File: src/rtl/hqc_loader_pkg.sv
// Shared sizes, address widths and FSM encoding for the HQC ciphertext/secret-key stream loader.
`timescale 1ns/1ps
package hqc_loader_pkg;

    localparam int unsigned CT_BYTES = 4481;
    localparam int unsigned SK_BYTES = 2296;
    localparam int unsigned SK_WORDS = SK_BYTES / 8;
    localparam int unsigned CT_AW    = 13;
    localparam int unsigned SK_AW    = 9;

    // Secret key is packed whole 64-bit words only; the top level refuses to elaborate otherwise.
    localparam bit SK_ALIGNED = ((SK_BYTES % 8) == 0);

    typedef enum logic [1:0] {
        S_CT     = 2'd0,
        S_SK     = 2'd1,
        S_DONE_P = 2'd2,
        LOADED   = 2'd3
    } loader_state_t;

endpackage

File: src/rtl/hqc_byte_packer64.sv
// Packs a byte stream little-endian into 64-bit words and strobes each completed word.
`timescale 1ns/1ps
module hqc_byte_packer64 (
    input  logic        clk_i,
    input  logic        rst_ni,
    input  logic        clear_i,
    input  logic        byte_valid_i,
    input  logic [7:0]  byte_i,
    output logic        lane_last_o,
    output logic        word_valid_o,
    output logic [63:0] word_o
);

    logic [2:0]  byte_idx_q, byte_idx_d;
    logic [63:0] asm_q, asm_d;
    logic        word_valid_q, word_valid_d;
    logic [63:0] word_q, word_d;
    logic [63:0] lane_s;

    assign lane_last_o  = (byte_idx_q == 3'd7);
    assign word_valid_o = word_valid_q;
    assign word_o       = word_q;

    // Lane insert and word completion; a clear discards any partial word.
    always_comb begin
        byte_idx_d   = byte_idx_q;
        asm_d        = asm_q;
        word_valid_d = 1'b0;
        word_d       = word_q;
        lane_s       = asm_q;
        for (int k = 0; k < 8; k++) begin
            if (byte_idx_q == 3'(k)) begin
                lane_s[8*k +: 8] = byte_i;
            end else begin
                lane_s[8*k +: 8] = asm_q[8*k +: 8];
            end
        end
        if (clear_i) begin
            byte_idx_d = 3'd0;
            asm_d      = 64'h0;
        end else if (byte_valid_i) begin
            if (lane_last_o) begin
                word_valid_d = 1'b1;
                word_d       = lane_s;
                byte_idx_d   = 3'd0;
                asm_d        = 64'h0;
            end else begin
                byte_idx_d = byte_idx_q + 3'd1;
                asm_d      = lane_s;
            end
        end else begin
            byte_idx_d = byte_idx_q;
        end
    end

    // Packer state and registered word output.
    always_ff @(posedge clk_i or negedge rst_ni) begin
        if (!rst_ni) begin
            byte_idx_q   <= 3'd0;
            asm_q        <= 64'h0;
            word_valid_q <= 1'b0;
            word_q       <= 64'h0;
        end else begin
            byte_idx_q   <= byte_idx_d;
            asm_q        <= asm_d;
            word_valid_q <= word_valid_d;
            word_q       <= word_d;
        end
    end

endmodule

File: src/rtl/hqc_stream_loader.sv
// UART byte-stream loader: ciphertext bytes to CT memory, then secret-key bytes packed into 64-bit words.
`timescale 1ns/1ps
module hqc_stream_loader
    import hqc_loader_pkg::*;
#(
    parameter int unsigned TIMEOUT_CYCLES = 5_000_000
) (
    input  logic             clk_i,
    input  logic             rst_ni,
    input  logic             rx_valid_i,
    input  logic [7:0]       rx_data_i,
    input  logic             rearm_i,
    output logic             ct_we_o,
    output logic [CT_AW-1:0] ct_addr_o,
    output logic [7:0]       ct_wdata_o,
    output logic             sk_we_o,
    output logic [SK_AW-1:0] sk_addr_o,
    output logic [63:0]      sk_wdata_o,
    output logic             busy_o,
    output logic             loaded_o,
    output logic             done_o,
    output logic             err_o
);

    localparam int unsigned      IDLE_W    = $clog2(TIMEOUT_CYCLES);
    localparam logic [IDLE_W-1:0] IDLE_LAST = IDLE_W'(TIMEOUT_CYCLES - 1);

    if (!SK_ALIGNED) begin : g_sk_align_check
        $error("SK_BYTES must be a multiple of 8");
    end

    loader_state_t    state_q, state_d;
    logic [CT_AW-1:0] ct_cnt_q, ct_cnt_d;
    logic [SK_AW-1:0] word_cnt_q, word_cnt_d;
    logic [IDLE_W-1:0] idle_q, idle_d;
    logic             busy_q, busy_d;
    logic             loaded_q, loaded_d;
    logic             done_q, done_d;
    logic             err_q, err_d;
    logic             ct_we_q, ct_we_d;
    logic [CT_AW-1:0] ct_addr_q, ct_addr_d;
    logic [7:0]       ct_wdata_q, ct_wdata_d;
    logic [SK_AW-1:0] sk_addr_q, sk_addr_d;
    logic             pack_valid_s, pack_clear_s, lane_last_s, timeout_s;

    hqc_byte_packer64 u_packer (
        .clk_i        (clk_i),
        .rst_ni       (rst_ni),
        .clear_i      (pack_clear_s),
        .byte_valid_i (pack_valid_s),
        .byte_i       (rx_data_i),
        .lane_last_o  (lane_last_s),
        .word_valid_o (sk_we_o),
        .word_o       (sk_wdata_o)
    );

    // The idle timer only arms once a frame has started, so an idle line before the first byte never errors.
    assign timeout_s = busy_q && ((state_q == S_CT) || (state_q == S_SK)) && (idle_q == IDLE_LAST);

    // Next-state, counters and write-port decode.
    always_comb begin
        state_d      = state_q;
        ct_cnt_d     = ct_cnt_q;
        word_cnt_d   = word_cnt_q;
        idle_d       = idle_q;
        busy_d       = busy_q;
        done_d       = 1'b0;
        err_d        = 1'b0;
        ct_we_d      = 1'b0;
        ct_addr_d    = ct_addr_q;
        ct_wdata_d   = ct_wdata_q;
        sk_addr_d    = sk_addr_q;
        pack_valid_s = 1'b0;
        pack_clear_s = 1'b0;
        loaded_d     = (state_q == LOADED) && !rearm_i;

        case (state_q)
            S_CT, S_SK: begin
                if (timeout_s) begin
                    err_d        = 1'b1;
                    busy_d       = 1'b0;
                    ct_cnt_d     = {CT_AW{1'b0}};
                    word_cnt_d   = {SK_AW{1'b0}};
                    idle_d       = {IDLE_W{1'b0}};
                    pack_clear_s = 1'b1;
                    state_d      = S_CT;
                end else if (rx_valid_i) begin
                    busy_d = 1'b1;
                    idle_d = {IDLE_W{1'b0}};
                    if (state_q == S_CT) begin
                        ct_we_d    = 1'b1;
                        ct_addr_d  = ct_cnt_q;
                        ct_wdata_d = rx_data_i;
                        if (ct_cnt_q == CT_AW'(CT_BYTES - 1)) begin
                            state_d = S_SK;
                        end else begin
                            ct_cnt_d = ct_cnt_q + CT_AW'(1);
                        end
                    end else begin
                        pack_valid_s = 1'b1;
                        if (lane_last_s) begin
                            sk_addr_d  = word_cnt_q;
                            word_cnt_d = word_cnt_q + SK_AW'(1);
                            if (word_cnt_q == SK_AW'(SK_WORDS - 1)) begin
                                state_d = S_DONE_P;
                            end else begin
                                state_d = S_SK;
                            end
                        end else begin
                            word_cnt_d = word_cnt_q;
                        end
                    end
                end else if (busy_q) begin
                    idle_d = idle_q + IDLE_W'(1);
                end else begin
                    idle_d = {IDLE_W{1'b0}};
                end
            end
            S_DONE_P: begin
                done_d  = 1'b1;
                busy_d  = 1'b0;
                idle_d  = {IDLE_W{1'b0}};
                state_d = LOADED;
            end
            LOADED: begin
                if (rearm_i) begin
                    ct_cnt_d     = {CT_AW{1'b0}};
                    word_cnt_d   = {SK_AW{1'b0}};
                    idle_d       = {IDLE_W{1'b0}};
                    pack_clear_s = 1'b1;
                    state_d      = S_CT;
                end else begin
                    state_d = LOADED;
                end
            end
            default: begin
                state_d = S_CT;
            end
        endcase
    end

    // State, counters and registered outputs.
    always_ff @(posedge clk_i or negedge rst_ni) begin
        if (!rst_ni) begin
            state_q    <= S_CT;
            ct_cnt_q   <= {CT_AW{1'b0}};
            word_cnt_q <= {SK_AW{1'b0}};
            idle_q     <= {IDLE_W{1'b0}};
            busy_q     <= 1'b0;
            loaded_q   <= 1'b0;
            done_q     <= 1'b0;
            err_q      <= 1'b0;
            ct_we_q    <= 1'b0;
            ct_addr_q  <= {CT_AW{1'b0}};
            ct_wdata_q <= 8'h00;
            sk_addr_q  <= {SK_AW{1'b0}};
        end else begin
            state_q    <= state_d;
            ct_cnt_q   <= ct_cnt_d;
            word_cnt_q <= word_cnt_d;
            idle_q     <= idle_d;
            busy_q     <= busy_d;
            loaded_q   <= loaded_d;
            done_q     <= done_d;
            err_q      <= err_d;
            ct_we_q    <= ct_we_d;
            ct_addr_q  <= ct_addr_d;
            ct_wdata_q <= ct_wdata_d;
            sk_addr_q  <= sk_addr_d;
        end
    end

    assign ct_we_o    = ct_we_q;
    assign ct_addr_o  = ct_addr_q;
    assign ct_wdata_o = ct_wdata_q;
    assign sk_addr_o  = sk_addr_q;
    assign busy_o     = busy_q;
    assign loaded_o   = loaded_q;
    assign done_o     = done_q;
    assign err_o      = err_q;

endmodule
File: config.mk
export PLATFORM = sky130hd
export DESIGN_NAME = hqc_stream_loader
export DESIGN_NICKNAME = d
export VERILOG_FILES = /design/src/rtl/hqc_loader_pkg.sv /design/src/rtl/hqc_byte_packer64.sv /design/src/rtl/hqc_stream_loader.sv
export SDC_FILE = /design/constraint.sdc
export NUM_CORES = 1
export LEC_CHECK = 0
export BUFFER_PORTS_ARGS = -buffer_cell sky130_fd_sc_hd__buf_2
export CORE_MARGIN = 2
export CORE_UTILIZATION = 55
export DETAILED_ROUTE_END_ITERATION = 6
export PLACE_DENSITY = 0.84
export SLEW_MARGIN = 20
export SYNTH_ARGS = -nofsm -noshare
export SYNTH_HDL_FRONTEND = slang
export SYNTH_SLANG_ARGS = --single-unit
File: constraint.sdc
create_clock -name clk_i -period 2.65 [get_ports clk_i]
set_input_delay 0.1325 -clock clk_i [delete_from_list [all_inputs] [get_ports clk_i]]
set_output_delay 0.1325 -clock clk_i [all_outputs]
set_load 0.1 [all_outputs]
==> reports/qor.csv <==
metric,value,unit
"Clk pin slew, worst setup/hold paths",60,ps
max-cap violations,0,
PwrDens,1160,nW/um^2
first-pass GRT wire length,34900,um
met2 wire len,10300,um
Yosys reg bits,206,
CTS H-tree depth,1,
Synthesized Nets,803,
placed instance area,10300,um^2
worst-skew pair later-pin latency,500,ps
core area,17100,um^2
final instance area,11100,um^2
Synth Instances,780,
Pwr Total,12.8,mW
Initial Utilization,55.6,%
crit path launch,u_packer.byte_idx_q[0]$_DFFE_PN0P_,
die height,136,um
drt pass-1 iters,7,
clk buf depth,3,
vias per inst,5.91,
Post-Place Worst Slack,291,ps
"Max FO, Critical Path",8,
post-route DRC violation count,3,
# diodes,0,
status,finished with violations,
Post-Syn Area per Cell,12.2,um^2
setup bufs post-CTS,0,
failing checks,design-rule violations,
DRT Wirelength,21400,um
largest net degree at the start of global routing,74,
post-route core utilization,64.6,%
FF-to-FF Start,u_packer.byte_idx_q[0]$_DFFE_PN0P_,
YS warnings,0,
synth top area cells,"dfrtp_1 54%, mux2_2 13%, a22o_1 5.2%, mux2_4 4.6%, nand2_1 2.4%",
worst hold path depth,3,
Die Span X,136,um
slew margin rel.,35.5,%
Synth top cells by count,"206 x dfrtp_1, 113 x mux2_2, 62 x nand2_1",
final net count,916,
final hold viol count,0,
Worst Tran Pin Value,960,ps
Buffers on Ports,111,
Setup Skew,9.97,ps
fmax,0.412,GHz
grt ovf,0,
initial antenna violation count,0,
Root Buffer,clkbuf_16,
CP Launch Type,flop,
reg2reg end,u_packer.asm_q[23]$_DFFE_PN0P_,
I/O pins,112,
"count leader, synth",dfrtp_1,
cell taking the most area after synthesis,dfrtp_1,
CP Capture Point,u_packer.asm_q[23]$_DFFE_PN0P_,
R2R setup slack,220,ps
die area,18400,um^2
setup violators final,0,
share of layout cells above drive strength 1,35.9,%
FP Rows,48,
critical path required time,3090,ps
vias in the first global route,6648,
placed cells,1093,
metal3 WL,1190,um
sequential fraction of the synthesis area,54.2,%
remaining antenna violation count after routing,0,
CTS resizes,0,
CTS buffer count,22,
hold slack,38.8,ps
RSZ-0062 raised after global routing,no,
P_leak,5.47,nW
HP Class,in2reg,
Netlist cell types,66,
"FFs w/ async S/R, synth",100,%
CTS tree,built,
"EDFF count, synth",0,
Final Critical Period,2430,ps
Final Cycle Share,91.7,%
Reg2Reg Depth,6,
initial DRC count,544,
gpl congestion,0.885,
M1 WL,9580,um
All-Layer GR Usage,23.7,%
Pins Over Slew Limit,0,
Max Used Layer,met4,
maximum vdd drop,1.22,mV
routed via count,6695,
Post-Layout Cell Count,1132,
mapped cell area,9520,um^2
drt wl/cell,18.9,um
worst endpoint data arrival time,2860,ps
CP endpoint kind,flop,
Detailed Place HPWL,14000,um
Area Overhead vs Synth,16.2,%
PnR worst setup slack,220,ps
# fillers,1242,
post-synth top area share,54.2,%
# hold bufs at CTS,1,
Fin Setup TNS,0,ps
Post-synth top flop,dfrtp_1,
Crit Path Class,reg2reg,
CTS sink cnt,206,
-- routing by layer --
metal  global-route usage, %  up-vias
met5                       0        -
met4                    8.51        0
met1                    34.3     3364
met3                    3.70       38
met2                    36.5      237
li1                        -     3056
-- how the worst min path moves through the flow --
stage                          start                            endpoint  slack [ps]
after floorplan               rst_ni                  busy_o$_DFFE_PN0P_        -160
after CTS                 rx_valid_i                  busy_o$_DFFE_PN0P_          30
after global routing         rearm_i  u_packer.byte_idx_q[2]$_DFFE_PN0P_          70
final                     rx_valid_i                  busy_o$_DFFE_PN0P_          40
after global placement        rst_ni      u_packer.word_o[0]$_DFFE_PN0P_         180
after detailed placement      rst_ni      u_packer.word_o[2]$_DFFE_PN0P_         170
-- sequential cells by signal, indices dropped and copies added (netlist names), 8 cells and up --
signal and cells:
u_packer.asm_q 56, ct_cnt_q 13, word_cnt_q 9, idle_q 23
sk_addr_o 9, ct_wdata_o 8, ct_addr_o 13, u_packer.word_o 64
-- cells in the final DEF, fill, tap and decap left out, types with 3 or more instances in the layout --
| cell | instances |
|---|---|
| o21ai_0 | 9 |
| dfrtp_1 | 206 |
| o21ai_1 | 3 |
| ha_1 | 11 |
| xnor2_1 | 9 |
| xor2_1 | 10 |
| nor4b_1 | 4 |
| clkbuf_8 | 5 |
| mux2_2 | 113 |
| buf_12 | 3 |
| nor2_1 | 45 |
| nor3_1 | 14 |
| a31oi_1 | 6 |
| o211ai_1 | 3 |
| buf_4 | 13 |
| nand2b_1 | 7 |
| or2_2 | 6 |
| nand4_1 | 14 |
| nand3_1 | 24 |
| and3_1 | 10 |
| clkinv_2 | 4 |
| a22o_1 | 57 |
| a21oi_1 | 20 |
| o22ai_1 | 5 |
| clkbuf_16 | 22 |
| nand2_1 | 62 |
| clkbuf_1 | 5 |
| inv_1 | 19 |
| mux2i_1 | 5 |
| or4_1 | 5 |
| mux2_4 | 29 |
| buf_2 | 110 |
-- logic make-up (layout without fill, tap and decap cells) --
family | count (synthesis) | after routing | synth area share (%)
adder cells (fa/ha/maj) | 11 | 11 | 1.45
AO/OA/AOI/OAI | 117 | 117 | 9.16
AND/OR/NAND/NOR | 218 | 218 | 12.0
flip-flops | 206 | 206 | 54.2
XOR/XNOR | 19 | 19 | 1.75
buffers and inverters | 62 | 189 | 2.97
multiplexers | 147 | 147 | 18.5
-- cell type report --
cell class	instances	area [um^2]	share of cell area, %
Sequential cell	206	5150	46.6
Multi-Input combinational cell	512	4080	36.9
Timing Repair Buffer	128	732	6.62
Clock inverter	7	96.3	0.871
Tap cell	225	282	2.55
Clock buffer	31	624	5.64
Inverter	23	88.8	0.803
-- power by group --
part	internal, mW	switching, mW
sequential	3.87	0.500
clock	1.84	1.22
combinational	1.32	4.09
total	7.02	5.81
-- critical path, cell delays in order, from the launching register on --
cell       delay [ps]
dfrtp_1           430
ha_1              260
ha_1              270
nand4bb_1         210
buf_4             190
nor3_1            740
a22o_1            270
(Power assumes the default switching activity.)
